===== src/rtl/mem_pkg.sv =====
// Shared defaults and FSM encoding for the memory burst master.
package mem_pkg;

  localparam int unsigned MEM_WIDTH      = 16;
  localparam int unsigned MEM_DEPTH      = 16;
  localparam int unsigned MEM_ADDR_WIDTH = 4;

  // Burst master control states
  typedef enum logic [2:0] {
    IDLE    = 3'd0,
    WR_DATA = 3'd1,
    WR_MEM  = 3'd2,
    RD_MEM  = 3'd3,
    RD_OUT  = 3'd4,
    DONE    = 3'd5
  } state_e;

endpackage


===== src/rtl/mem_burst_cnt.sv =====
// Burst address/remaining-count tracker: load at command, step per completed transfer.
module mem_burst_cnt
  import mem_pkg::*;
#(
  parameter int unsigned ADDR_WIDTH = MEM_ADDR_WIDTH,
  parameter int unsigned DEPTH      = MEM_DEPTH
) (
  input  logic                  clk_i,
  input  logic                  rst_i,
  input  logic                  load_i,
  input  logic [ADDR_WIDTH-1:0] addr_i,
  input  logic [ADDR_WIDTH:0]   len_i,
  input  logic                  dec_i,
  output logic [ADDR_WIDTH-1:0] addr_o,
  output logic [ADDR_WIDTH:0]   remaining_o
);

  localparam int unsigned LW = ADDR_WIDTH + 1;
  localparam logic [ADDR_WIDTH-1:0] ADDR_LAST = ADDR_WIDTH'(DEPTH - 1);

  // Load takes priority; a decrement advances the address with wrap at DEPTH-1
  always_ff @(posedge clk_i or negedge rst_i) begin
    if (!rst_i) begin
      addr_o      <= '0;
      remaining_o <= '0;
    end else if (load_i) begin
      addr_o      <= addr_i;
      remaining_o <= len_i;
    end else if (dec_i) begin
      addr_o      <= (addr_o == ADDR_LAST) ? '0 : addr_o + ADDR_WIDTH'(1);
      remaining_o <= remaining_o - LW'(1);
    end
  end

endmodule


===== src/rtl/mem_burst_master.sv =====
// Burst master: turns one read/write command into a sequence of single memory accesses.
module mem_burst_master
  import mem_pkg::*;
#(
  parameter int unsigned WIDTH      = MEM_WIDTH,
  parameter int unsigned DEPTH      = MEM_DEPTH,
  parameter int unsigned ADDR_WIDTH = MEM_ADDR_WIDTH
) (
  input  logic                  clk_i,
  input  logic                  rst_i,
  input  logic                  cmd_valid_i,
  output logic                  cmd_ready_o,
  input  logic                  cmd_wr_i,
  input  logic [ADDR_WIDTH-1:0] cmd_addr_i,
  input  logic [ADDR_WIDTH:0]   cmd_len_i,
  input  logic                  wdata_valid_i,
  output logic                  wdata_ready_o,
  input  logic [WIDTH-1:0]      wdata_i,
  output logic                  rd_valid_o,
  input  logic                  rd_ready_i,
  output logic [WIDTH-1:0]      rd_data_o,
  output logic                  mem_valid_o,
  input  logic                  mem_ready_i,
  output logic                  mem_wr_rd_o,
  output logic [ADDR_WIDTH-1:0] mem_addr_o,
  output logic [WIDTH-1:0]      mem_wdata_o,
  input  logic [WIDTH-1:0]      mem_rdata_i,
  output logic                  done_o
);

  localparam int unsigned LW = ADDR_WIDTH + 1;
  localparam logic [LW-1:0] DEPTH_LEN = LW'(DEPTH);

  state_e state_q;
  state_e state_d;

  logic            cmd_fire;
  logic            wdata_fire;
  logic            mem_fire;
  logic            rd_fire;
  logic [LW-1:0]   len_sat;
  logic            cnt_load;
  logic            cnt_dec;
  logic [ADDR_WIDTH-1:0] cnt_addr;
  logic [LW-1:0]   cnt_remaining;

  // Handshakes use the registered ready/valid outputs, which mirror the current state
  assign cmd_fire   = cmd_valid_i && cmd_ready_o;
  assign wdata_fire = wdata_valid_i && wdata_ready_o;
  assign mem_fire   = mem_valid_o && mem_ready_i;
  assign rd_fire    = rd_valid_o && rd_ready_i;
  assign len_sat    = (cmd_len_i > DEPTH_LEN) ? DEPTH_LEN : cmd_len_i;

  // The counter's address register drives the memory address directly
  assign mem_addr_o = cnt_addr;

  mem_burst_cnt #(
    .ADDR_WIDTH (ADDR_WIDTH),
    .DEPTH      (DEPTH)
  ) u_cnt (
    .clk_i       (clk_i),
    .rst_i       (rst_i),
    .load_i      (cnt_load),
    .addr_i      (cmd_addr_i),
    .len_i       (len_sat),
    .dec_i       (cnt_dec),
    .addr_o      (cnt_addr),
    .remaining_o (cnt_remaining)
  );

  // State register
  always_ff @(posedge clk_i or negedge rst_i) begin
    if (!rst_i) begin
      state_q <= IDLE;
    end else begin
      state_q <= state_d;
    end
  end

  // Next-state and counter control
  always_comb begin
    state_d  = state_q;
    cnt_load = 1'b0;
    cnt_dec  = 1'b0;
    case (state_q)
      IDLE: begin
        if (cmd_fire) begin
          cnt_load = 1'b1;
          if (len_sat == '0) begin
            state_d = DONE;
          end else if (cmd_wr_i) begin
            state_d = WR_DATA;
          end else begin
            state_d = RD_MEM;
          end
        end
      end
      WR_DATA: begin
        if (wdata_fire) begin
          state_d = WR_MEM;
        end
      end
      WR_MEM: begin
        if (mem_fire) begin
          cnt_dec = 1'b1;
          state_d = (cnt_remaining == LW'(1)) ? DONE : WR_DATA;
        end
      end
      RD_MEM: begin
        if (mem_fire) begin
          cnt_dec = 1'b1;
          state_d = RD_OUT;
        end
      end
      RD_OUT: begin
        // Remaining count was already stepped when the read completed
        if (rd_fire) begin
          state_d = (cnt_remaining == '0) ? DONE : RD_MEM;
        end
      end
      DONE: begin
        state_d = IDLE;
      end
      default: begin
        state_d = IDLE;
      end
    endcase
  end

  // Registered outputs: strobes decoded from the next state, data captured on handshakes
  always_ff @(posedge clk_i or negedge rst_i) begin
    if (!rst_i) begin
      cmd_ready_o   <= 1'b0;
      wdata_ready_o <= 1'b0;
      mem_valid_o   <= 1'b0;
      rd_valid_o    <= 1'b0;
      done_o        <= 1'b0;
      mem_wr_rd_o   <= 1'b0;
      mem_wdata_o   <= '0;
      rd_data_o     <= '0;
    end else begin
      cmd_ready_o   <= (state_d == IDLE);
      wdata_ready_o <= (state_d == WR_DATA);
      mem_valid_o   <= (state_d == WR_MEM) || (state_d == RD_MEM);
      rd_valid_o    <= (state_d == RD_OUT);
      done_o        <= (state_d == DONE);
      if (cmd_fire) begin
        mem_wr_rd_o <= cmd_wr_i;
      end
      if (wdata_fire) begin
        mem_wdata_o <= wdata_i;
      end
      if (mem_fire && !mem_wr_rd_o) begin
        rd_data_o <= mem_rdata_i;
      end
    end
  end

endmodule


===== config.mk =====
export PLATFORM = sky130hd
export DESIGN_NAME = mem_burst_master
export DESIGN_NICKNAME = d
export VERILOG_FILES = /design/src/rtl/mem_pkg.sv /design/src/rtl/mem_burst_cnt.sv /design/src/rtl/mem_burst_master.sv
export SDC_FILE = /design/constraint.sdc
export NUM_CORES = 1
export LEC_CHECK = 0
export CORE_MARGIN = 2
export CORE_UTILIZATION = 40
export DETAILED_ROUTE_END_ITERATION = 12
export PLACE_DENSITY = 0.78
export SYNTH_ARGS = -nofsm -noshare
export SYNTH_HDL_FRONTEND = slang
export SYNTH_SLANG_ARGS = --single-unit

===== constraint.sdc =====
create_clock -name clk_i -period 3.55 [get_ports clk_i]
set_input_delay 0.71 -clock clk_i [delete_from_list [all_inputs] [get_ports clk_i]]
set_output_delay 0.71 -clock clk_i [all_outputs]
set_load 0.01 [all_outputs]

==> flow_metrics.env <==
export IMPL_hold_path_class="primary input to async pin"
export IMPL_fp_dieW_um=78.1
export IMPL_worstPathBufferInverterCount=1
export IMPL_critPathCaptureType="primary output"
export IMPL_cp_top_family="buffers and inverters"
export IMPL_area_growth_pct=47.4
export IMPL_max_freq_mhz=497
export IMPL_pre_cts_ws_ns=1.26
export IMPL_hold_viol_final=0
export IMPL_die_y_um=78.1
export IMPL_ant_nets=0
export IMPL_worstSetupPathType="flip-flop to primary output"
export IMPL_ys_seq_elements=50
export IMPL_worstPathCellList="clkdlybuf4s50_1"
export IMPL_overflow=0
export IMPL_vias_per_cell=5.03
export IMPL_via_count=1675
export IMPL_finClkSkew_ns=0.00164
export IMPL_r2r_start="state_q[1]"
export IMPL_power_density_nw_per_um2=791
export IMPL_worst_path_max_delay_cell="clkdlybuf4s50_1"
export IMPL_dp_hpwl_um=3740
export IMPL_cts_tree="yes"
export IMPL_synth_area_leaders="dfrtp_1 57%, mux2_2 16%, nand2_1 2.7%"
export IMPL_num_io_pins=90
export IMPL_synth_edf_count=0
export IMPL_min_period_ns=2.01
export IMPL_stdcell_area_sq_um=3230
export IMPL_setup_violations=0
export IMPL_route_detailed_drc=0
export IMPL_cts_hold_fix_buffers=0
export IMPL_drtIter0Drc=48
export IMPL_grt_max_degree=31
export IMPL_avgSynthCellArea_sq_um=12.8
export IMPL_cp_start_kind="flip-flop"
export IMPL_rrSetupSlack_ns=1.86
export IMPL_wire_per_inst_um=14.9
export IMPL_grt_pass1_vias=1741
export IMPL_critical_path_required_ns=2.84
export IMPL_grt_first_pass_wirelength_um=8110
export IMPL_fin_ws_ns=1.54
export IMPL_post_route_period_util_pct=56.6
export IMPL_drv_slew=0
export IMPL_htreeDepth=2
export IMPL_final_util_pct=62.1
export IMPL_layout_drive_gt1_share_pct=19.0
export IMPL_start_util_pct=42.2
export IMPL_synth_cells=171
export IMPL_timing_setup_tns_ns=0
export IMPL_slowest_delay_ns=0.57
export IMPL_diodes=0
export IMPL_core_area_sq_um=5200
export IMPL_ir_worst_vdd_mv=0.353
export IMPL_cts_resized=0
export IMPL_multi_input_area_sq_um=881
export IMPL_cp_arrival_ns=1.30
export IMPL_whs_ns=0.446
export IMPL_clk_pin_slew_ns=0.09
export IMPL_ys_dominant_reg_cell="dfrtp_1"
export IMPL_cts_path_max_buffers=2
export IMPL_leakage_nw=1.32
export IMPL_netlist_area_sq_um=2190
export IMPL_grt_usage_pct=17.0
export IMPL_seqCellArea_sq_um=1250
export IMPL_p_total_mw=2.56
export IMPL_insertion_delay_ns=0.29
export IMPL_antenna_found_initial=0
export IMPL_status="completed"
export IMPL_tightest_slew_ns=0.681
export IMPL_first_pass_iters=4
export IMPL_rsz0062_at_grt="no"
export IMPL_gp_congestion=0.783
export IMPL_synth_top_area_share_pct=57.0
export IMPL_place_inst=325
export IMPL_ys_types=37
export IMPL_slew_headroom_pct=54.6
export IMPL_maxCapViolations=0
export IMPL_reg2regPathDepth=4
export IMPL_cts_buffers=5
export IMPL_die_area_sq_um=6090
export IMPL_rows=26
export IMPL_ys_seq_area_share_pct=57.0
export IMPL_r2r_end="cmd_ready_o"
export IMPL_cp_max_fo=6
export IMPL_synth_largest_area_cell="dfrtp_1"
export IMPL_synth_warnings=0
export IMPL_placement_io_buffers=89
export IMPL_cts_sinks=50
export IMPL_synth_nets=223
export IMPL_post_cts_buffers=0
export IMPL_drt_total_wl_um=4960
export IMPL_dpl_cell_area_sq_um=3140
export IMPL_final_nets=314
export IMPL_synthArstFlopShare_pct=100
export IMPL_fin_cells=333
export IMPL_cts_root_buf="clkbuf_8"
export IMPL_fill_cells=429
-- logic make-up (layout without fill, tap and decap cells) --
family / Yosys count / count (layout) / synth area share, %
mux: 32 / 32 / 16.4
simple gates: 44 / 44 / 11.4
flops: 50 / 50 / 57.0
xor+xnor: 5 / 5 / 2.00
compound gates: 24 / 24 / 8.04
buf+inv: 12 / 104 / 2.85
fa+ha+maj: 4 / 4 / 2.28
-- registers in the layout, summed over array words and instances, names as in the netlist, 3 cells and up --
signal and cells:
state_q 3, mem_wdata_o 16, u_cnt.remaining_o 5, u_cnt.addr_o 4, rd_data_o 16
-- routing by layer --
layer / GRT usage [%] / share of wire [%]
met2: 29.7 / 51
met1: 20.0 / 40
met4: 6.49 / 1.9
met3: 4.71 / 7.0
met5: 0 / 0
-- worst max-delay path by stage --
stage | depth (start not counted) | start | to
3_3_place_gp | 5 | cmd_valid_i | rd_valid_o
4_1_cts | 1 | u_cnt.addr_o[0] | mem_addr_o[0]
3_5_place_dp | 5 | mem_ready_i | wdata_ready_o
5_1_grt | 5 | cmd_valid_i | wdata_ready_o
6_report | 1 | u_cnt.addr_o[0] | mem_addr_o[0]
2_1_floorplan | 5 | mem_ready_i | rd_data_o[10]
-- cell usage after synthesis (2+ instances only) --
cell type,n
a21oi_1,4
a311o_1,2
a31oi_1,3
buf_2,2
buf_6,2
clkbuf_1,3
dfrtp_1,50
ha_1,4
inv_1,5
mux2_2,32
nand2_1,16
nand3_1,2
nand3b_1,5
nor2_1,5
nor3_1,3
nor4_1,2
o21ai_0,8
xnor2_1,2
xor2_1,3
-- worst reg2reg max path: stages (launching register included) --
cell and delay [ns]:
dfrtp_1 0.48, or3b_4 0.46, a211oi_1 0.32, a311o_1 0.24, nor3_1 0.07
-- report_power, final --
group          switching [mW]  internal (mW)  total, mW
clock                   0.180          0.157      0.337
combinational           0.456          0.732       1.19
sequential              0.191          0.843       1.03
total                   0.827           1.73       2.56
-- layout by cell type (no fill, tap or decap), drive strengths merged --
master | synthesis | final
clkdlybuf4s50 | 0 | 88
nor4 | 2 | 2
inv | 5 | 5
dfrtp | 50 | 50
o22ai | 1 | 1
a32o | 1 | 1
xor2 | 3 | 3
a31oi | 3 | 3
and4b | 1 | 1
buf | 4 | 3
and4bb | 1 | 1
nand4b | 1 | 1
o311a | 1 | 1
nor3b | 1 | 1
o21ai | 8 | 8
or3b | 1 | 1
a311oi | 1 | 1
nor2 | 5 | 5
xnor2 | 2 | 2
clkinv | 0 | 1
or3 | 1 | 1
mux2 | 32 | 32
and2 | 1 | 1
clkbuf | 3 | 6
o221ai | 1 | 1
or2 | 1 | 1
a211oi | 1 | 1
o211ai | 1 | 1
or4 | 1 | 1
nand3b | 5 | 5
a311o | 2 | 2
nor2b | 1 | 1
ha | 4 | 4
nand2 | 16 | 16
a21oi | 4 | 4
clkinvlp | 0 | 1
nor4b | 1 | 1
nand3 | 2 | 2
nor3 | 3 | 3
-- cell type report --
type	instances	share of cell area, %
Inverter	5	0.580
Clock inverter	2	0.387
Sequential cell	50	38.7
Tap cell	70	2.71
Timing Repair Buffer	91	27.9
Multi-Input combinational cell	109	27.2
Clock buffer	6	2.55
(Power assumes the default switching activity.)
